$ cat src/rtl/bf16_stream_packer.sv
// Packs LANES consecutive bf16 values from the gelu result stream into wide words,
// buffers them in a first-word-fall-through FIFO and emits them as a framed stream.
module bf16_stream_packer #(
    parameter int LANES      = 4,
    parameter int FRAME_LEN  = 49152,
    parameter int FIFO_DEPTH = 16
) (
    input  logic                  clk,
    input  logic                  rst_n,
    input  logic                  s_tvalid,
    input  logic [31:0]           s_tdata,
    output logic                  m_tvalid,
    input  logic                  m_tready,
    output logic [16*LANES-1:0]   m_tdata,
    output logic [LANES-1:0]      m_tkeep,
    output logic                  m_tlast,
    output logic                  frame_done,
    output logic                  overflow
);
    localparam int DW   = 16 * LANES;
    localparam int LW   = (LANES > 1) ? $clog2(LANES) : 1;
    localparam int EW   = (FRAME_LEN > 1) ? $clog2(FRAME_LEN) : 1;
    localparam int AW   = (FIFO_DEPTH > 1) ? $clog2(FIFO_DEPTH) : 1;
    localparam int ENTW = DW + LANES + 1;

    localparam logic [LW-1:0] LANE_LAST = LW'(LANES - 1);
    localparam logic [EW-1:0] ELEM_LAST = EW'(FRAME_LEN - 1);
    localparam logic [AW:0]   DEPTH_W   = (AW + 1)'(FIFO_DEPTH);

    logic [LW-1:0]   lane_cnt_q, lane_cnt_d;
    logic [EW-1:0]   elem_cnt_q, elem_cnt_d;
    logic [DW-1:0]   pack_q, pack_d;
    logic [AW-1:0]   wr_ptr_q, rd_ptr_q;
    logic [AW:0]     count_q, count_d;
    logic            overflow_q, frame_done_q;
    logic [ENTW-1:0] mem_q [FIFO_DEPTH];

    logic [15:0]     lane_data_s;
    logic [DW-1:0]   word_s;
    logic [LANES-1:0] keep_s;
    logic            word_end_s, last_s;
    logic            push_req_s, push_s, pop_s, full_s, m_tvalid_s;
    logic [ENTW-1:0] head_s;
    logic            unused_s;

    assign unused_s = ^s_tdata[15:0];

    // Assemble the word being completed and the next pack/counter state.
    always_comb begin
        lane_data_s = s_tdata[31:16];
        word_end_s  = (lane_cnt_q == LANE_LAST) || (elem_cnt_q == ELEM_LAST);
        last_s      = (elem_cnt_q == ELEM_LAST);
        word_s      = pack_q;
        keep_s      = {LANES{1'b0}};
        for (int k = 0; k < LANES; k++) begin
            if (lane_cnt_q == LW'(k)) begin
                word_s[16*k +: 16] = lane_data_s;
            end else begin
                word_s[16*k +: 16] = pack_q[16*k +: 16];
            end
            keep_s[k] = (LW'(k) <= lane_cnt_q) ? 1'b1 : 1'b0;
        end

        lane_cnt_d = lane_cnt_q;
        elem_cnt_d = elem_cnt_q;
        pack_d     = pack_q;
        if (s_tvalid) begin
            if (word_end_s) begin
                lane_cnt_d = {LW{1'b0}};
                pack_d     = {DW{1'b0}};
            end else begin
                lane_cnt_d = lane_cnt_q + LW'(1);
                pack_d     = word_s;
            end
            elem_cnt_d = last_s ? {EW{1'b0}} : (elem_cnt_q + EW'(1));
        end else begin
            lane_cnt_d = lane_cnt_q;
        end
    end

    // FIFO handshake; a pop in the same cycle frees the slot for a push into a full FIFO.
    always_comb begin
        head_s     = mem_q[rd_ptr_q];
        m_tvalid_s = (count_q != {(AW + 1){1'b0}});
        full_s     = (count_q == DEPTH_W);
        pop_s      = m_tvalid_s & m_tready;
        push_req_s = s_tvalid & word_end_s;
        push_s     = push_req_s & (~full_s | pop_s);
        case ({push_s, pop_s})
            2'b10:   count_d = count_q + (AW + 1)'(1);
            2'b01:   count_d = count_q - (AW + 1)'(1);
            default: count_d = count_q;
        endcase
    end

    // Control state and sticky status.
    always_ff @(posedge clk) begin
        if (!rst_n) begin
            lane_cnt_q   <= {LW{1'b0}};
            elem_cnt_q   <= {EW{1'b0}};
            pack_q       <= {DW{1'b0}};
            wr_ptr_q     <= {AW{1'b0}};
            rd_ptr_q     <= {AW{1'b0}};
            count_q      <= {(AW + 1){1'b0}};
            overflow_q   <= 1'b0;
            frame_done_q <= 1'b0;
        end else begin
            lane_cnt_q   <= lane_cnt_d;
            elem_cnt_q   <= elem_cnt_d;
            pack_q       <= pack_d;
            count_q      <= count_d;
            wr_ptr_q     <= push_s ? (wr_ptr_q + AW'(1)) : wr_ptr_q;
            rd_ptr_q     <= pop_s ? (rd_ptr_q + AW'(1)) : rd_ptr_q;
            overflow_q   <= overflow_q | (push_req_s & ~push_s);
            frame_done_q <= pop_s & head_s[ENTW-1];
        end
    end

    // FIFO storage; contents are meaningless while the occupancy is zero.
    always_ff @(posedge clk) begin
        if (push_s) begin
            mem_q[wr_ptr_q] <= {last_s, keep_s, word_s};
        end else begin
            mem_q[wr_ptr_q] <= mem_q[wr_ptr_q];
        end
    end

    assign m_tvalid   = m_tvalid_s;
    assign m_tdata    = m_tvalid_s ? head_s[DW-1:0] : {DW{1'b0}};
    assign m_tkeep    = m_tvalid_s ? head_s[DW +: LANES] : {LANES{1'b0}};
    assign m_tlast    = m_tvalid_s ? head_s[ENTW-1] : 1'b0;
    assign frame_done = frame_done_q;
    assign overflow   = overflow_q;
endmodule

$ cat config.mk
export PLATFORM = sky130hd
export DESIGN_NAME = bf16_stream_packer
export DESIGN_NICKNAME = d
export VERILOG_FILES = /design/src/rtl/bf16_stream_packer.sv
export SDC_FILE = /design/constraint.sdc
export NUM_CORES = 1
export LEC_CHECK = 0
export CAP_MARGIN = 20
export CORE_ASPECT_RATIO = 0.8
export CORE_MARGIN = 2
export CORE_UTILIZATION = 40
export DETAILED_ROUTE_END_ITERATION = 8
export SLEW_MARGIN = 20
export SYNTH_ARGS = -nofsm -noshare
export SYNTH_HDL_FRONTEND = slang
export SYNTH_SLANG_ARGS = --single-unit
$ cat constraint.sdc
create_clock -name clk -period 10.8 [get_ports clk]
set_input_delay 1.08 -clock clk [delete_from_list [all_inputs] [get_ports clk]]
set_output_delay 1.08 -clock clk [all_outputs]
set_load 0.01 [all_outputs]
# After elaboration in Yosys (flattened, before gate mapping)
# Memory sizes are Yosys's and may differ from the RTL's. A register that Yosys moved wholly into a read port is not among the register bits.
# Cells that the tools add are included.
dict set report op_classes {
  add_sub_neg 6
  order_cmp 4
  n_eq_ne 8
  n_mux 21
  bitwise_logic 10
  reduce_logical 5
}
# cell n
set ops {}
lappend ops {{$mux 64} 2}
lappend ops {{$mux 16} 5}
lappend ops {{$mux 69} 1}
lappend ops {{$add 16x1->16 const B} 1}
lappend ops {{$eq 16x16->1 const B} 1}
lappend ops {{$mux 4} 3}
lappend ops {{$pmux 5 s2} 1}
lappend ops {{$add 4x1->4 const B} 2}
lappend ops {{$mux 1} 8}
lappend ops {{$eq 2x2->1 const B} 3}
lappend ops {{$add 5x1->5 const B} 1}
lappend ops {{$and 1x1->1} 5}
lappend ops {{$eq 5x5->1 const B} 1}
lappend ops {{$reduce_bool 5->1} 1}
lappend ops {{$sub 5x1->5 const B} 1}
lappend ops {{$eq 2x1->1 const B} 2}
lappend ops {{$le 1x2->1 const A} 2}
lappend ops {{$le 2x2->1 const A} 2}
lappend ops {{$or 1x1->1} 3}
lappend ops {{$add 2x1->2 const B} 1}
lappend ops {{$logic_not 2->1} 1}
lappend ops {{$mux 2} 1}
lappend ops {{$not 1->1} 2}
lappend ops {{$reduce_and 2->1} 1}
lappend ops {{3 further kinds} 3}
dict set report totals {
  regBits 97
  ram_bits 1104
  inputBits 36
  out_inout_bits 72
  word_cells 63
  memories 1
}
# memory words word_bits rd rd_clocked_by_memory_dff wr line_no
set memory_table {}
lappend memory_table {mem_q 16 69 1 1 1 36} ;# logic [ENTW-1:0] mem_q [FIFO_DEPTH];

# Depth between registers and ports, before layout
dict set report depth {
  ltp_word 7
  ltp_mapped 12
  mapped_depth_nobuf 10
}

# Least setup slack after synthesis
# OpenSTA, ideal clock, no wires.
dict set report synth_path {
  kind {input to register}
  start {in s_tvalid}
  end {mem mem_q[0][0] (netlist name) (enable)}
  setup_ns 0.578
  arrival_time_ns 6.819
  required_ns 10.222
  setup_slack_ns 3.403
  cell_stages 6
  n_path_buf 1
  cell_sequence {nand4_1 -> o41ai_4 -> and2_1 -> clkbuf_1 -> nand2_1 -> nor3_1}
}
dict set report synth_between {
  elab_chain_cells 5
  elab_cells_between_ends 7
  cone_classes {mux (3); bitwise (3); reduce/logical (1)}
}
# item line_no
set synth_lines {}
lappend synth_lines {{from (decl)} 10} ;# input logic s_tvalid,
lappend synth_lines {{$and 1x1->1 (*)} 87} ;# push_req_s = s_tvalid & word_end_s;
lappend synth_lines {{$and 1x1->1 (*)} 88} ;# push_s = push_req_s & (~full_s | pop_s);
lappend synth_lines {{$mux 1 (on tied branches)} {121, 124}}
lappend synth_lines {{$mux 1 (implied by the code) / $reduce_and 2->1 (equally long branches)} n/a}
lappend synth_lines {{$or 1x1->1 (no source line) (*)} n/a}
lappend synth_lines {{to (decl)} 36}
# Every way passes the cells marked *; elsewhere a longest branch is shown, timed or not.

==> reports/results.ini <==
[run_status]
run_status = completed

[global_route]
grt.total_usage_pct = 18.2
vias_in_the_first_global_route = 22400
grt_pass1_wl_um = 155000
antenna_found_initial = 10
maximum_number_of_pins_on_one_net_before_global_route_repair = 105
globalRouteOverflowTotal = 0

[timing]
unrepaired_setup_endpoints_after_global_routing = no
fmaxAchievable_mhz = 170
post-route-period-util_pct = 54.6
finalHoldViolations = 0
period_needed_ps = 5900
final_total_negative_setup_slack_ps = 0
worst_slew_slack_as_a_fraction_of_its_limit_pct = 22.5
max_slew.worst_pin.slew_ps = 1160
timing_max_transition_violations_final = 0
worst_slack_ps = 4900
finClkSkew_ps = 27.9
final_setup_violation_count = 0

[power]
combinationalPowerShare_pct = 21.8
total_switching_power_mw = 2.86
switching_share_pct = 24.9
internal_power_mw = 8.63
cellLeakagePower_nw = 16.4
clockPowerShare_pct = 33.4
pwr-share-seq_pct = 44.8
p_per_area_nw_per_um2 = 219
totalPowerFinal_mw = 11.5
vdd_ir_drop_max_uv = 169

[cts]
clkSlewWorstSetupHoldPaths_ps = 60
cts_resized = 0
clkLatencyLatePin_ps = 710
cts_hold_buf = 0
maximum_number_of_buffers_from_clock_root_to_sink = 3
cts-htree-levels = 3
tritoncts = built
cts-root-buf = clkbuf_16
cts_setup_buffers = 0
numCtsBuffers = 111
numClockSinks = 1189

[synthesis]
number_of_flip_flops_and_latches_in_the_synthesized_netlist = 1189
synth.avg_cell_area_um2 = 22.0
synth.yosys.seq_area_share_pct = 75.3
syn_nets = 2143
syn-instance-count = 2095
synth.distinct_cells = 42
yosys_warnings = 0
post_synth_instance_area_um2 = 46100

[detailed_routing]
first_pass_iters = 8
total_wire_length_after_detailed_routing_um = 106000
vias = 21300
post-route-drc-count = 0
drtIter0Drc = 2032
route.antenna.remaining_nets = 0
viasPerCell = 5.53
route.detailed.wl_per_inst_um = 27.6

[floorplan]
die_area_um2 = 118000
die_x_extent_um = 383
io_pins = 108
die_h_um = 308
initial_utilization_pct = 40.3
num_rows = 111
coreArea_um2 = 114000

[final_layout]
fillCellCount = 9442
layout-area-overhead-vs-synth_pct = 14.0
fraction_of_layout_instances_using_a_drive_strength_above_1_pct = 27.9
final_net_count = 2287

[flow_run]
number_of_violations_of_the_max_capacitance_limit = 0

[placement]
io_buffers = 91
place.detailed.hpwl_um = 53200
detailedPlace.worstSlack_ps = 5410
place_congestion = 0.725

[critical_path]
crit_path_max_fanout = 62
endpoint_kind = output port
startpoint_type = flip-flop
path_class = reg2out
timing.critical_path.required_ps = 9720
worst_path_arrival_time_ps = 4820

[worst_hold_path]
worstHoldPathType = reg2reg

[sequential cells by signal, indices dropped and copies added, names as in the netlist, named ones only]
signal and count:
elem_cnt_q 16, count_q 5, overflow 1, rd_ptr_q 4
mem_q 1088, frame_done 1, pack_q 64, lane_cnt_q 2
wr_ptr_q 4
[power groups by stage]
| stage | clock network [mW] | registers [mW] | logic, mW |
|---|---|---|---|
| floorplan | 0 | 5.20 | 1.74 |
| global placement | 0 | 5.29 | 2.50 |
| detailed placement | 0 | 5.29 | 2.52 |
| CTS | 3.92 | 5.19 | 2.54 |
| global route | 4.09 | 5.16 | 2.71 |
| finish | 3.84 | 5.15 | 2.50 |
[critical path: stages, from the launching register on]
cell and delay [ps]:
dfxtp_4 870, buf_4 670, buf_4 850, mux4_2 410, mux4_2 560, and2_1 210
clkdlybuf4s50_1 490
[metal layers]
metal,GRT usage [%],routed length (um),up-vias
met3,2.86,6550,124
li1,-,-,8945
met5,0,0,-
met1,26.1,46200,11600
met4,4.17,1750,0
met2,29.7,51900,693
[layout make-up]
class | instances | area (um2) | area share [%]
multi-input combinational | 781 | 10900 | 20.8
antenna | 4 | 10.0 | 0.0191
clock inverter | 41 | 340 | 0.648
timing repair buffer | 145 | 1350 | 2.57
sequential | 1189 | 34700 | 66.1
inverter | 11 | 41.3 | 0.0786
tap | 1525 | 1910 | 3.63
clock buffer | 167 | 3240 | 6.17
[cell families (layout without fill, tap and decap cells)]
group	count (synthesis)	count (layout)	share of synthesized area, %
other	0	4	0
XOR/XNOR	19	19	0.361
AND/OR/NAND/NOR	272	272	3.38
buffers and inverters	125	364	1.25
multiplexers	428	428	18.7
flip-flops	1189	1189	75.3
adder cells (fa/ha/maj)	12	12	0.326
AO/OA/AOI/OAI	50	50	0.668
[layout by cell type (no fill, tap or decap), types with 3 or more instances in the layout]
cell	instances
nand3_1	9
nor3_2	4
buf_4	51
clkdlybuf4s50_1	89
nand2b_1	5
a21oi_1	33
and2_1	94
dfxtp_4	4
o21ai_0	6
nand2_1	16
clkbuf_1	35
xor2_1	8
clkbuf_16	115
bufinv_16	5
diode_2	4
nor2b_1	60
edfxtp_1	1088
nor2_1	35
mux2i_1	24
and3_1	4
clkinv_1	11
clkbuf_8	17
or3_1	5
mux2_2	64
xnor2_1	11
or4_1	3
clkinv_2	18
ha_1	12
nand4_1	7
mux4_2	340
inv_6	3
a21boi_0	5
inv_1	11
dfxtp_1	97
nor2_4	12
nor3_1	3
[stage by stage]
stage / instances / cell area, um2 / hold slack [ps] / util, %
after floorplan: 2095 / 46100 / 426 / -
after global placement: 3650 / 48900 / 438 / 42.7
after detailed placement: 3650 / 48900 / 440 / 42.7
after CTS: 3858 / 52500 / 459 / 45.9
after global routing: 3859 / 52500 / 482 / 45.9
final: 3863 / 52500 / 453 / 45.9
[synthesized netlist by cell type]
master | instances | area (um2)
and4_1 | 1 | 8.76
and3b_1 | 2 | 17.5
or4_1 | 3 | 22.5
and3_1 | 4 | 25.0
or2_2 | 1 | 6.26
nand3b_1 | 1 | 7.51
clkbuf_1 | 72 | 270
a21boi_0 | 5 | 37.5
mux4_2 | 340 | 7660
xnor2_1 | 11 | 96.3
nand4_1 | 7 | 43.8
nor2b_1 | 61 | 382
nand4b_1 | 2 | 17.5
buf_1 | 3 | 11.3
nor3_1 | 7 | 35.0
xor2_1 | 8 | 70.1
nor4_2 | 1 | 12.5
nand2_1 | 17 | 63.8
nand4_2 | 1 | 12.5
buf_2 | 30 | 150
nor2_1 | 47 | 176
o41ai_4 | 1 | 27.5
mux2i_1 | 24 | 240
ha_1 | 12 | 150
nor3b_1 | 1 | 7.51
a21oi_1 | 33 | 165
dfxtp_1 | 101 | 2020
o21ai_0 | 6 | 30.0
o21ai_1 | 2 | 10.0
or3_1 | 5 | 31.3
inv_1 | 11 | 41.3
nand3_1 | 9 | 45.0
buf_6 | 9 | 101
o21ai_2 | 1 | 8.76
o21a_1 | 1 | 7.51
and2_1 | 94 | 588
nor3b_2 | 1 | 12.5
nor4_1 | 2 | 12.5
edfxtp_1 | 1088 | 32700
o31ai_4 | 1 | 21.3
nand2b_1 | 5 | 31.3
mux2_2 | 64 | 721
[worst paths after layout]
path | start | endpoint | slack (ps) | cells after the start
worst max-delay path | flip-flop | m_tdata[27] | 4900 | 6
worst max register to register | elem_cnt_q[0] | mem_q[15][24] | 6410 | 8
worst min register to register | pack_q[59] | pack_q[59] | 450 | 1
worst min-delay path | pack_q[59] | pack_q[59] | 450 | 1
(Power assumes the default switching activity.)
